==> config.mk <==
export PLATFORM = sky130hd
export DESIGN_NAME = run_step_controller
export DESIGN_NICKNAME = d
export VERILOG_FILES = /design/src/rtl/run_ctrl_pkg.sv /design/src/rtl/bp_matcher.sv /design/src/rtl/run_step_controller.sv
export SDC_FILE = /design/constraint.sdc
export NUM_CORES = 1
export LEC_CHECK = 0
export ABC_CLOCK_PERIOD_IN_PS = 9200
export CORE_MARGIN = 5
export CORE_UTILIZATION = 40
export DETAILED_ROUTE_END_ITERATION = 10
export GPL_TIMING_DRIVEN = 0
export SYNTH_ARGS = -nofsm -noshare
export SYNTH_HDL_FRONTEND = slang
export SYNTH_SLANG_ARGS = --single-unit
==> constraint.sdc <==
create_clock -name i_clock -period 9.2 [get_ports i_clock]
set_input_delay 2.76 -clock i_clock [delete_from_list [all_inputs] [get_ports i_clock]]
set_output_delay 2.76 -clock i_clock [all_outputs]
set_load 0.03 [all_outputs]
==> src/rtl/run_ctrl_pkg.sv <==
// rtl/run_ctrl_pkg.sv - command, state and stop-cause encodings for the run/step controller
package run_ctrl_pkg;

    localparam logic [2:0] CMD_RUN    = 3'd0;
    localparam logic [2:0] CMD_STEP   = 3'd1;
    localparam logic [2:0] CMD_BURST  = 3'd2;
    localparam logic [2:0] CMD_STOP   = 3'd3;
    localparam logic [2:0] CMD_BP_SET = 3'd4;
    localparam logic [2:0] CMD_BP_CLR = 3'd5;

    typedef enum logic [2:0] {
        ST_IDLE   = 3'd0,
        ST_RUN    = 3'd1,
        ST_BURST  = 3'd2,
        ST_HALTED = 3'd3
    } run_state_e;

    localparam logic [2:0] CAUSE_NONE       = 3'd0;
    localparam logic [2:0] CAUSE_STEP_DONE  = 3'd1;
    localparam logic [2:0] CAUSE_BREAKPOINT = 3'd2;
    localparam logic [2:0] CAUSE_HALT       = 3'd3;
    localparam logic [2:0] CAUSE_USER_STOP  = 3'd4;

    function automatic logic is_start_cmd(input logic [2:0] cmd);
        return (cmd == CMD_RUN) || (cmd == CMD_STEP) || (cmd == CMD_BURST);
    endfunction

endpackage

==> src/rtl/bp_matcher.sv <==
// rtl/bp_matcher.sv - breakpoint slot registers with lowest-index match priority
module bp_matcher
    import run_ctrl_pkg::*;
#(
    parameter int NB_PC     = 32,
    parameter int N_BP      = 4,
    parameter int NB_BP_IDX = 2
) (
    input  logic                 i_clock,
    input  logic                 i_reset,
    input  logic                 i_set,
    input  logic                 i_clr,
    input  logic [NB_BP_IDX-1:0] i_index,
    input  logic [NB_PC-1:0]     i_addr,
    input  logic [NB_PC-1:0]     i_pc,
    output logic                 o_hit,
    output logic [NB_BP_IDX-1:0] o_hit_index
);

    logic [NB_PC-1:0] addr_q [N_BP];
    logic [N_BP-1:0]  valid_q;

    always_ff @(posedge i_clock or negedge i_reset) begin
        if (!i_reset) begin
            valid_q <= '0;
            for (int i = 0; i < N_BP; i++) begin
                addr_q[i] <= '0;
            end
        end else begin
            for (int i = 0; i < N_BP; i++) begin
                if (int'(i_index) == i) begin
                    if (i_set) begin
                        valid_q[i] <= 1'b1;
                        addr_q[i]  <= i_addr;
                    end else if (i_clr) begin
                        valid_q[i] <= 1'b0;
                        addr_q[i]  <= '0;
                    end
                end
            end
        end
    end

    // Scan from the top down so the lowest matching slot is the last one written.
    always_comb begin
        o_hit       = 1'b0;
        o_hit_index = '0;
        for (int i = N_BP - 1; i >= 0; i--) begin
            if (valid_q[i] && (addr_q[i] == i_pc)) begin
                o_hit       = 1'b1;
                o_hit_index = NB_BP_IDX'(i);
            end
        end
    end

endmodule

==> src/rtl/run_step_controller.sv <==
// rtl/run_step_controller.sv - data-path clock-enable controller: free run, single step, N-step burst
module run_step_controller
    import run_ctrl_pkg::*;
#(
    parameter int NB_PC     = 32,
    parameter int N_BP      = 4,
    parameter int NB_BP_IDX = 2,
    parameter int NB_STEP   = 16
) (
    input  logic                 i_clock,
    input  logic                 i_reset,
    input  logic                 i_cmd_valid,
    input  logic [2:0]           i_cmd,
    input  logic [NB_STEP-1:0]   i_step_count,
    input  logic [NB_BP_IDX-1:0] i_bp_index,
    input  logic [NB_PC-1:0]     i_bp_addr,
    input  logic [NB_PC-1:0]     i_pc_value,
    input  logic                 i_hlt,
    output logic                 o_dp_enable,
    output logic                 o_cmd_err,
    output logic                 o_stop_pulse,
    output logic [2:0]           o_stop_cause,
    output logic [NB_BP_IDX-1:0] o_bp_hit_index,
    output logic [NB_STEP-1:0]   o_steps_done,
    output logic [2:0]           o_state
);

    run_state_e           state_q, state_d;
    logic [NB_STEP-1:0]   remain_q, remain_d;
    logic [NB_STEP-1:0]   steps_q, steps_d;
    logic [2:0]           cause_q, cause_d;
    logic [NB_BP_IDX-1:0] hit_idx_q, hit_idx_d;
    logic                 first_q, first_d;
    logic                 stop_pulse_q, stop_pulse_d;
    logic                 cmd_err_q, cmd_err_d;

    logic                 bp_hit;
    logic [NB_BP_IDX-1:0] bp_hit_index;
    logic                 cmd_start, cmd_stop, cmd_bad;

    assign cmd_start = i_cmd_valid && is_start_cmd(i_cmd);
    assign cmd_stop  = i_cmd_valid && (i_cmd == CMD_STOP);
    assign cmd_bad   = i_cmd_valid && (i_cmd > CMD_BP_CLR);

    bp_matcher #(
        .NB_PC     (NB_PC),
        .N_BP      (N_BP),
        .NB_BP_IDX (NB_BP_IDX)
    ) u_bp_matcher (
        .i_clock     (i_clock),
        .i_reset     (i_reset),
        .i_set       (i_cmd_valid && (i_cmd == CMD_BP_SET)),
        .i_clr       (i_cmd_valid && (i_cmd == CMD_BP_CLR)),
        .i_index     (i_bp_index),
        .i_addr      (i_bp_addr),
        .i_pc        (i_pc_value),
        .o_hit       (bp_hit),
        .o_hit_index (bp_hit_index)
    );

    always_ff @(posedge i_clock or negedge i_reset) begin
        if (!i_reset) begin
            state_q      <= ST_IDLE;
            remain_q     <= '0;
            steps_q      <= '0;
            cause_q      <= CAUSE_NONE;
            hit_idx_q    <= '0;
            first_q      <= 1'b0;
            stop_pulse_q <= 1'b0;
            cmd_err_q    <= 1'b0;
        end else begin
            state_q      <= state_d;
            remain_q     <= remain_d;
            steps_q      <= steps_d;
            cause_q      <= cause_d;
            hit_idx_q    <= hit_idx_d;
            first_q      <= first_d;
            stop_pulse_q <= stop_pulse_d;
            cmd_err_q    <= cmd_err_d;
        end
    end

    always_comb begin
        state_d      = state_q;
        remain_d     = remain_q;
        steps_d      = steps_q;
        cause_d      = cause_q;
        hit_idx_d    = hit_idx_q;
        first_d      = first_q;
        stop_pulse_d = 1'b0;
        cmd_err_d    = cmd_bad;
        o_dp_enable  = 1'b0;

        unique case (state_q)
            ST_IDLE: begin
                if (cmd_start) begin
                    steps_d   = '0;
                    cause_d   = CAUSE_NONE;
                    hit_idx_d = '0;
                    first_d   = 1'b1;
                    if (i_cmd == CMD_RUN) begin
                        state_d = ST_RUN;
                    end else if (i_cmd == CMD_STEP) begin
                        state_d  = ST_BURST;
                        remain_d = NB_STEP'(1);
                    end else if (i_step_count == '0) begin
                        // Zero-length burst completes on the spot without advancing the data path.
                        stop_pulse_d = 1'b1;
                        cause_d      = CAUSE_STEP_DONE;
                        first_d      = 1'b0;
                    end else begin
                        state_d  = ST_BURST;
                        remain_d = i_step_count;
                    end
                end
            end
            ST_RUN, ST_BURST: begin
                if (cmd_start) begin
                    cmd_err_d = 1'b1;
                end
                first_d = 1'b0;
                if (i_hlt) begin
                    state_d      = ST_HALTED;
                    cause_d      = CAUSE_HALT;
                    stop_pulse_d = 1'b1;
                end else if (cmd_stop) begin
                    state_d      = ST_IDLE;
                    cause_d      = CAUSE_USER_STOP;
                    stop_pulse_d = 1'b1;
                end else if (bp_hit && !first_q) begin
                    state_d      = ST_IDLE;
                    cause_d      = CAUSE_BREAKPOINT;
                    hit_idx_d    = bp_hit_index;
                    stop_pulse_d = 1'b1;
                end else begin
                    o_dp_enable = 1'b1;
                    if (steps_q != '1) begin
                        steps_d = steps_q + NB_STEP'(1);
                    end
                    if (state_q == ST_BURST) begin
                        remain_d = remain_q - NB_STEP'(1);
                        if (remain_q <= NB_STEP'(1)) begin
                            state_d      = ST_IDLE;
                            cause_d      = CAUSE_STEP_DONE;
                            stop_pulse_d = 1'b1;
                        end
                    end
                end
            end
            ST_HALTED: begin
                if (cmd_start) begin
                    cmd_err_d = 1'b1;
                end
                if (cmd_stop) begin
                    state_d = ST_IDLE;
                end
            end
            default: begin
                state_d = ST_IDLE;
            end
        endcase
    end

    assign o_cmd_err      = cmd_err_q;
    assign o_stop_pulse   = stop_pulse_q;
    assign o_stop_cause   = cause_q;
    assign o_bp_hit_index = hit_idx_q;
    assign o_steps_done   = steps_q;
    assign o_state        = state_q;

endmodule

==> results.txt <==
Yosys printed 0 warnings. The worst setup path is launched from an input pin. Summing internal, switching and leakage power gives 2.50 mW. At the end of routability-driven placement, the weighted congestion stood at 0.978.

In this run, synthesis produced a sequential element count of 174. The antenna diode count came out at 0. The post-synthesis net count came out at 1144. In this run the clock root is driven by a sky130_fd_sc_hd__clkbuf_16. The synthesized netlist devotes 15.2% of its cell area to compound gates. Gates resized during post-CTS repair numbered 0. The clock transition time at the flip-flop clock pins of the worst setup and hold paths came out at 0.07 ns. The number of clock sinks is 174.

The combinational power share came out at 32.8%. The synthesized-area fraction occupied by adder cells is 0.790%. Once detail routing completed, the nets flagged for antenna violations numbered 0. The initial detailed-routing violation count came out at 719. The top achievable clock speed is 110 MHz.

The estimated wirelength of the detail-placed design came out at 25300 um. The global-route wire length before repair came out at 50300 um. The initial utilization of the core area, before any placement, comes to 40.6%. The pin count of the biggest net entering global routing is 96. The cell area after technology mapping came out at 9500 sq um. The total wire length after detailed routing came out at 32900 um. The final cycle utilization of the critical path is 98.8%. The number of I/O pins is 116.

The multiplexer share of the synthesized area is 0.619%. The ratio of cells with drive above 1 in the final layout is 4.78%. The gate count after technology mapping came out at 1049. The number of endpoints failing setup at the final stage came out at 0. The final-report hold violation count came out at 0. The overall via count from detail_route is 8475. The cell leakage power came out at 4.78 nW. Clock skew on the completed layout was measured at 0.0150 ns. The post-cts hold buffer count came out at 0. Of the total power, the share spent switching nets is 37.5%. TritonCTS built the clock tree.

The max-slew violation count was 0. The simple-gate portion of the synthesized area is 22.5%. The final layout net count is 1274. Setup repair after global routing left no endpoint under its margin.

The post-synthesis area per instance came out at 9.06 sq um. Internal power comes to 1.56 mW. The proportion of register bits with asynchronous set or reset after synthesis is 100%.

The worst hold slack across all endpoints is 0.497 ns. The aggregate global routing overflow is 0. At the pin with the least slew margin, the transition time is 0.778 ns. The mean number of vias per cell came out at 5.61. The count of input and output buffers is 110. The sequential-to-total area share from yosys stat came out at 45.8%. Traced cell by cell, the critical path runs through clkdlybuf4s50_1 -> xnor2_1 -> nand3_1 -> or4_1 -> or4_4 -> a41oi_4 -> buf_6 -> buf_6 -> nor4_1 -> clkdlybuf4s50_1. The largest delay contributor family on the critical path is buffers and inverters. The number of max-cap violations came out at 0. The average wire per standard cell came out at 21.8 um. The slowest stage of the critical path is the sky130_fd_sc_hd__clkdlybuf4s50_1 cell. The number of distinct library cells after synthesis came out at 68. The area of the core came out at 23400 sq um.

Across the VDD grid, the largest voltage drop is 0.116 mV. The critical path required time came out at 6.44 ns. No sink is reached through more buffers than the 2 on the longest clock path. The normalized max-slew margin came out at 48.1%. Global routing used 24.9% of the available tracks across all layers. The data arrival at the endpoint of the critical path came out at 6.33 ns.

Together, buffers and inverters on the worst path number 4. The count of standard-cell rows is 56. The flow ran to the end, and the final reports show no timing, DRC or antenna violations.

The time the worst path needs with I/O delays and setup is 9.09 ns. The path class of the tightest hold or removal check is reg2reg. The part of the total power dissipated in the clock network is 31.0%. Of all nets on the critical path, the largest fanout is 10. The post-CTS setup buffer count came out at 0.

Summed over all nets, the switching power comes to 0.936 mW. The die covers 26900 sq um. The H-tree generated during clock tree synthesis spans 4 levels. The die outline height came out at 164 um.

The number of antenna violations at the first check in global routing was 1. The number of optimization iterations in the first detailed-route pass is 5. The dominant combinational cell family by area after synthesis is simple AND/OR/NAND/NOR gates. The TritonCTS buffer count is 17. In this run the power density over the cells is 215 nW/um^2.

For this run, the leading register cell type out of synthesis is sky130_fd_sc_hd__dfrtp_1. The critical setup path kind is in2out. The chip width came out at 164 um. The number of global-route vias before repair is 8193. The count of flip-flops with a built-in enable after synthesis is 0. The largest single stage delay on the critical path is 0.60 ns. STA classifies the critical path endpoint as an output port.

In the routed design, unresolved DRC markers number 0. Registers are responsible for 36.2% of the overall power. The clock latency on the worst-skew pair came out at 0.45 ns. The area overhead of the layout relative to synthesis came out at 22.6%. The fraction of synthesized cell area in xor and xnor cells came out at 11.5%.
-- power by group through the flow --
| stage | Sequential [mW] | Combinational [mW] | Clock (mW) |
|---|---|---|---|
| 2_1_floorplan | 0.930 | 0.485 | 0 |
| 3_3_place_gp | 0.916 | 0.801 | 0 |
| 3_5_place_dp | 0.915 | 0.811 | 0 |
| 4_1_cts | 0.902 | 0.813 | 0.782 |
| 5_1_grt | 0.915 | 0.891 | 0.813 |
| 6_report | 0.904 | 0.818 | 0.775 |
-- per-stage QoR --
stage | setup TNS (ns) | instances | instance area, sq um | util (%) | setup slack, ns
after floorplan | 0 | 1049 | 9500 | - | 1.54
after global placement | -377.57 | 1478 | 11000 | 47.0 | -2.19
after detailed placement | 0 | 1479 | 11000 | 47.1 | 0.150
after CTS | 0 | 1511 | 11600 | 49.7 | 0.137
after global routing | 0 | 1511 | 11600 | 49.7 | 0.0237
final | 0 | 1511 | 11600 | 49.7 | 0.109
-- Yosys cell counts, types with 4 or more instances --
| cell | count | area share (%) |
|---|---|---|
| sky130_fd_sc_hd__o221ai_1 | 4 | 0.37 |
| sky130_fd_sc_hd__nand3_1 | 33 | 1.7 |
| sky130_fd_sc_hd__and2_1 | 6 | 0.40 |
| sky130_fd_sc_hd__nor3_1 | 20 | 1.1 |
| sky130_fd_sc_hd__a32o_1 | 13 | 1.4 |
| sky130_fd_sc_hd__or3_1 | 12 | 0.79 |
| sky130_fd_sc_hd__clkbuf_1 | 46 | 1.8 |
| sky130_fd_sc_hd__nand3b_1 | 8 | 0.63 |
| sky130_fd_sc_hd__nand2_1 | 209 | 8.3 |
| sky130_fd_sc_hd__o31ai_1 | 5 | 0.40 |
| sky130_fd_sc_hd__a21oi_1 | 25 | 1.3 |
| sky130_fd_sc_hd__xor2_1 | 100 | 9.2 |
| sky130_fd_sc_hd__o21ai_0 | 147 | 7.7 |
| sky130_fd_sc_hd__nand4b_1 | 8 | 0.74 |
| sky130_fd_sc_hd__nand2b_1 | 13 | 0.86 |
| sky130_fd_sc_hd__nor4_1 | 44 | 2.9 |
| sky130_fd_sc_hd__and3_1 | 5 | 0.33 |
| sky130_fd_sc_hd__nand4_1 | 17 | 1.1 |
| sky130_fd_sc_hd__o21ai_1 | 4 | 0.21 |
| sky130_fd_sc_hd__xnor2_1 | 23 | 2.1 |
| sky130_fd_sc_hd__buf_6 | 5 | 0.59 |
| sky130_fd_sc_hd__nor2_1 | 20 | 0.79 |
| sky130_fd_sc_hd__dfrtp_1 | 174 | 46 |
| sky130_fd_sc_hd__inv_1 | 18 | 0.71 |
| sky130_fd_sc_hd__or4_1 | 18 | 1.4 |
| sky130_fd_sc_hd__o211ai_1 | 5 | 0.40 |
| sky130_fd_sc_hd__ha_1 | 6 | 0.79 |
-- cells in the final DEF, fill, tap and decap left out, drive strengths merged, types with 3 or more instances in the layout --
cell and count:
nand2 209, dfrtp 174, o21ai 151, clkdlybuf4s50 109
xor2 100, clkbuf 64, nor4 44, nand3 33
a21oi 25, xnor2 24, inv 24, nor2 21
nor3 20, or4 19, nand4 17, nand2b 13
a32o 13, or3 12, buf 11, nand3b 8
nand4b 8, and2 6, ha 6, o211ai 5
and3 5, o31ai 5, o221ai 4, mux2 4
clkinv 4, o2bb2ai 3, nor4b 3, a211oi 3
a21o 3, nor2b 3, bufinv 3, a41oi 3
-- kinds of logic after synthesis --
| group | after synthesis |
|---|---|
| simple gates | 429 |
| compound gates | 236 |
| flops | 174 |
| xor+xnor | 124 |
| buf+inv | 74 |
| fa+ha+maj | 6 |
| mux | 5 |
| other cells | 1 |
-- layout make-up --
cell class                 count  area (sq um)
buffer                        55           262
clock buffer                  18           429
clock inverter                14           181
fill                        2268         11800
inverter                      19          71.3
multi-input combinational    801          4810
sequential                   174          4350
tap                          319           399
timing repair buffer         111          1130
-- final timing paths --
kind	startpoint	end	slack [ns]	cells past startpoint
min in group asynchronous	i_reset	remain_q[3]	2.34	1
min	u_bp_matcher.addr_q[21]	u_bp_matcher.addr_q[21]	0.50	2
max	i_pc_value[1]	o_dp_enable	0.11	10
max in group asynchronous	i_reset	u_bp_matcher.addr_q[71]	5.99	2
max reg2reg	o_state[0]	remain_q[1]	5.57	11
min reg2reg	u_bp_matcher.addr_q[21]	u_bp_matcher.addr_q[21]	0.50	2
-- registers in the layout (all words and copies together), names as in the netlist --
name and flops:
o_stop_pulse 1, o_cmd_err 1, remain_q 16, o_steps_done 16, o_state 2, o_bp_hit_index 2, u_bp_matcher.valid_q 4, u_bp_matcher.addr_q 128
o_stop_cause 3, first_q 1
-- layer usage --
metal / global-route usage, % / wire length, um / vias up
met5: 0 / 7 / -
met2: 39.8 / 15400 / 312
met3: 4.44 / 2180 / 45
li1: - / - / 3993
met4: 8.65 / 934 / 2
met1: 34.0 / 14400 / 4123
-- worst reg2reg max path, delay by kind of cell, from the launching register on --
| family | cells | cell delay [ns] |
|---|---|---|
| AOI/OAI and AO/OA | 3 | 1.24 |
| adders and majority gates | 1 | 0.28 |
| buffers and inverters | 3 | 0.63 |
| DFF | 1 | 0.41 |
| muxes | 1 | 0.30 |
| and+or+nand+nor | 3 | 0.68 |
Note: power is estimated with default switching activity, not from simulation.
==> RTL edit 1, RTL diff (config.mk and constraints unchanged) <==
`N_BP` is set to 4 in 2 places; all go to 8.
--- a/src/rtl/bp_matcher.sv
+++ b/src/rtl/bp_matcher.sv
@@ -4,5 +4,5 @@
 #(
     parameter int NB_PC     = 32,
-    parameter int N_BP      = 4,
+    parameter int N_BP      = 8,
     parameter int NB_BP_IDX = 2
 ) (
--- a/src/rtl/run_step_controller.sv
+++ b/src/rtl/run_step_controller.sv
@@ -4,5 +4,5 @@
 #(
     parameter int NB_PC     = 32,
-    parameter int N_BP      = 4,
+    parameter int N_BP      = 8,
     parameter int NB_BP_IDX = 2,
     parameter int NB_STEP   = 16
Function: same outputs for any inputs over 4 cycles, from zero or initial values and one cycle with i_reset low; that may be too few to reach the edited logic, so the function may still have changed.
==> RTL edit 1 against the unedited design <==
  * Design area down 5.6%
  * Synthesized cell count down 5.9%
  * Setup slack better by 250 ps
  * Global-route usage down 2.8 points
  * Via count down 7.8%
  * Fmax up 2.8%
  * Sequential cell count unchanged
  * Routed wire length down 14%
  * Critical path depth down 1
  * Clock power down 10%
  * Clock skew up 2.3 ps
  * First-iteration DRC count down 4.5%
  * Synthesized area down 6.0%
  * Total power down 6.4%
==> RTL edit 1: results (changes against the unedited design) <==
[placement]
placed_area_mm2=0.0104  ; -5.4%
dp_hpwl_um=21000  ; -17%
numPortBuffers=113  ; +2.7%
gp_congestion=0.936  ; -4.3%
place_ws_ps=267  ; +117 ps

[logic_synthesis]
syn-num-nets=1082  ; -5.4%
synth_fa_ha_area_share_pct=0.841  ; +0.051 points
netlist_top_cells_count=nand2_1 (206), dfrtp_1 (174), o21ai_0 (156)
synth_xor_area_share_pct=12.5  ; +0.95 points
synth_area_leaders=dfrtp_1 (49%), o21ai_0 (8.7%), nand2_1 (8.7%), xor2_1 (6.8%), xnor2_1 (5.7%)
synth-compound-area-share_pct=15.6  ; +0.37 points
netlist-cell-type-count=59  ; -13%
syn_inst=987  ; -5.9%
synth_mux_area_share_pct=0.981  ; +0.36 points
synth_seq_area_share_pct=48.8  ; +2.9 points

[route]
wl_per_cell_um=20.0  ; -8.4%
avgViaCountPerCell=5.53  ; -1.4%
drt_first_iter_violations=687  ; -4.5%

[setup_path]
crit_fanout=5  ; -5
reg2reg_to=remain_q[5]
rr_worst_depth=10  ; -1
cp_data_arrival_time_ps=6080  ; -250 ps
crit_start=i_pc_value[6]
reg2reg_setup_slack_ps=6030  ; +460 ps
path_delay_family=simple AND/OR/NAND/NOR gates

[grt]
grt_util_met3_pct=5.62  ; +1.2 points
grt.met1_usage_pct=32.7  ; -1.3 points
grt_max_degree=104  ; +8.3%
grt_pass1_wl_um=44200  ; -12%
grt_pass1_vias=7672  ; -6.4%
grtUsageMet2_pct=32.8  ; -7.0 points
antenna_found_initial=0  ; -1
grt_use_total_pct=22.0  ; -2.8 points

[cells_and_area]
instances_no_fill=1413  ; -6.5%
largest_reg_flops=128  ; unchanged
final_nets=1215  ; -4.6%

[power]
ir_drop_v=0.000123  ; +5.9%
leakage_nw=4.53  ; -5.4%

[sta]
hold_slack_ps=491  ; -5.92 ps
skew_ps=17.3  ; +2.27 ps
finalCritPeriodShare_pct=96.1  ; -2.7 points

[min_path]
min_to=u_bp_matcher.valid_q[0]
hold_start=u_bp_matcher.valid_q[0]

[clocking]
post_cts_resized=0  ; unchanged

[run_status]
status=finished clean

[RTL edit 1: changes by cell type in the layout (fill, tap and decap cells not counted), sizes merged, moves of 8 or more]
cell,unedited run,this run
a21oi,25,35
xnor2,24,58
nand4b,8,0
o21ai,151,160
a32o,13,5
nor4,44,24
nand3,33,22
xor2,100,69
or4,19,2
nor2,21,36
[RTL edit 1: power by group]
group	leakage [nW]	total [W]	switching, W	internal, W
combinational	1.88	0.000729	0.000453	0.000277
clock	0.275	0.000696	0.000340	0.000356
sequential	2.37	0.000912	0.0000712	0.000841
total	4.53	0.00234	0.000863	0.00147
[RTL edit 1: cell type report]
class                      instances  area [um^2]
tap                              280          350
timing repair buffer             114         1160
clock inverter                    15          126
clock buffer                      17          425
sequential                       174         4350
multi-input combinational        750         4320
buffer                            48          193
inverter                          15         56.3
fill                            2136        10900
[RTL edit 1: routing by layer]
metal | up-vias | wire length [um]
li1 | 3698 | -
met3 | 30 | 2100
met5 | - | 0
met2 | 264 | 12500
met4 | 0 | 379
met1 | 3821 | 13200
==> RTL edit 2, RTL diff (same flow settings) <==
Without the edit above. Register the input `i_step_count` before use. The logic sees it one clock later. The other inputs are not delayed to match.
--- a/src/rtl/run_step_controller.sv
+++ b/src/rtl/run_step_controller.sv
@@ -25,4 +25,10 @@
     output logic [2:0]           o_state
 );
+
+    logic [NB_STEP-1:0] i_step_count_q;
+
+    always_ff @(posedge i_clock) begin
+        i_step_count_q <= i_step_count;
+    end
 
     run_state_e           state_q, state_d;
@@ -104,5 +110,5 @@
                         state_d  = ST_BURST;
                         remain_d = NB_STEP'(1);
-                    end else if (i_step_count == '0) begin
+                    end else if (i_step_count_q == '0) begin
                         // Zero-length burst completes on the spot without advancing the data path.
                         stop_pulse_d = 1'b1;
@@ -111,5 +117,5 @@
                     end else begin
                         state_d  = ST_BURST;
-                        remain_d = i_step_count;
+                        remain_d = i_step_count_q;
                     end
                 end
Behaviour: not the same (Yosys sat finds a counterexample within 4 cycles, from zero or initial values and one cycle with i_reset low).
==> RTL edit 2 against the unedited design <==
  * Clock skew down 0.70 ps
  * Design area grew 1.2%
  * Sequential cell count grew 16
  * Routed wire length decreased by 3.1%
  * Total power is essentially flat
  * Synthesized area is 1.5% higher
  * Cell count grew 1.1%
  * Setup slack improved by 400 ps
  * Critical path type unchanged
  * Largest cell class unchanged
  * Highest routed layer unchanged
==> RTL edit 2: results (changes against the unedited design) <==
[logic_synthesis]
synth_xor_area_share_pct=11.8  ; +0.29 points
synth-compound-area-share_pct=14.2  ; -0.96 points
syn-num-nets=1162  ; +1.6%
synth_fa_ha_area_share_pct=0.778  ; -0.012 points
netlist-cell-type-count=71  ; +4.4%
avgSynthCellArea_um2=9.04  ; -0.17%
async_reset_ff_share_pct=91.6  ; -8.4 points
synth_area_leaders=dfrtp_1 (45%), nand2_1 (8.6%), xor2_1 (8.0%), o21ai_0 (7.7%), xnor2_1 (3.8%)
synth_seq_area_share_pct=48.5  ; +2.6 points
synth_mux_area_share_pct=0.662  ; +0.042 points
netlist_top_cells_count=nand2_1 (222), dfrtp_1 (174), o21ai_0 (149)

[route]
first_pass_iters=6  ; +1
avgViaCountPerCell=5.56  ; -0.84%
drt_first_iter_violations=936  ; +30%

[min_path]
hold_start=i_step_count_q[8]
hold_depth=2  ; unchanged
min_to=remain_q[8]

[placement]
numPortBuffers=109  ; -0.91%
placed_area_mm2=0.0112  ; +1.2%
dpl.cell_count=1496  ; +1.1%
gp_congestion=1.03  ; +5.8%
place_ws_ps=629  ; +480 ps
dp_hpwl_um=24100  ; -4.7%

[cells_and_area]
instances_no_fill=1528  ; +1.1%
final_nets=1291  ; +1.3%
fill_cells=2316  ; +2.1%
largest_reg_flops=128  ; unchanged
drive_gt1_share_pct=4.30  ; -0.48 points

[setup_path]
rr_worst_depth=9  ; -2
reg2reg_setup_slack_ps=6130  ; +560 ps
path_delay_family=simple AND/OR/NAND/NOR gates
crit_fanout=5  ; -5
reg2reg_to=remain_q[12]
rr_startpoint=u_bp_matcher.addr_q[7]

[power]
ir_drop_v=0.000120  ; +3.5%
leakage_nw=4.86  ; +1.5%

[grt]
antenna_found_initial=0  ; -1
grt_pass1_wl_um=48800  ; -2.9%
grtUsageMet2_pct=35.4  ; -4.4 points
grt.met1_usage_pct=35.1  ; +1.1 points
grt_util_met3_pct=4.77  ; +0.32 points
grt_pass1_vias=8087  ; -1.3%
grt_use_total_pct=23.7  ; -1.1 points
grt_max_degree=111  ; +16%

[clocking]
post_cts_resized=0  ; unchanged

[run]
maxCapViolations=0  ; unchanged

[sta]
hold_slack_ps=455  ; -41.4 ps
tightest_slew_ps=685  ; -93.9 ps

[run_status]
status=finished clean

RTL edit 2: worst max-delay path by stage:
stage,startpoint,endpoint,slack [ps],depth (start not counted)
3_5_place_dp,i_pc_value[7],o_dp_enable,630,9
4_1_cts,i_pc_value[7],o_dp_enable,610,9
2_1_floorplan,i_pc_value[5],o_dp_enable,1980,8
3_3_place_gp,i_reset,o_steps_done[11],-2180,1
5_1_grt,i_pc_value[0],o_dp_enable,450,9
6_report,i_pc_value[0],o_dp_enable,510,9
RTL edit 2: worst min-delay path: cells and delay by family (launching register included):
kind            cells  cell delay [ps]
simple gates        1               50
compound gates      1               50
flops               1              310
RTL edit 2: cell families after synthesis:
kind of cell | Yosys count
compound gates | 235
mux | 6
xor+xnor | 130
simple gates | 430
other cells | 1
buf+inv | 69
fa+ha+maj | 6
flops | 190
RTL edit 2: stage by stage:
stage,setup TNS [ps],utilization (%)
floorplan,0,-
global placement,-376240,47.2
detailed placement,0,47.3
CTS,0,49.9
global route,0,49.9
finish,0,49.9
RTL edit 2: layout make-up:
type	instances	area [um^2]	area share, %
Timing Repair Buffer	110	1120	9.54
Clock inverter	13	136	1.16
Tap cell	319	399	3.39
Inverter	16	60.1	0.510
Multi-Input combinational cell	808	4680	39.8
Sequential cell	190	4670	39.7
Clock buffer	19	475	4.04
Buffer	53	228	1.93
RTL edit 2: report_power, final:
group / switching, W / total, W / internal, W
clock: 0.000370 / 0.000765 / 0.000395
sequential: 0.0000732 / 0.000981 / 0.000908
combinational: 0.000476 / 0.000753 / 0.000278
RTL edit 2: per-layer routing:
layer	routed length, um	part of all wire, %	vias up
li1	-	-	3984
met1	14800	46	4134
met2	14100	44	325
met3	2200	6.9	53
met4	755	2.4	2
met5	31	0.097	-
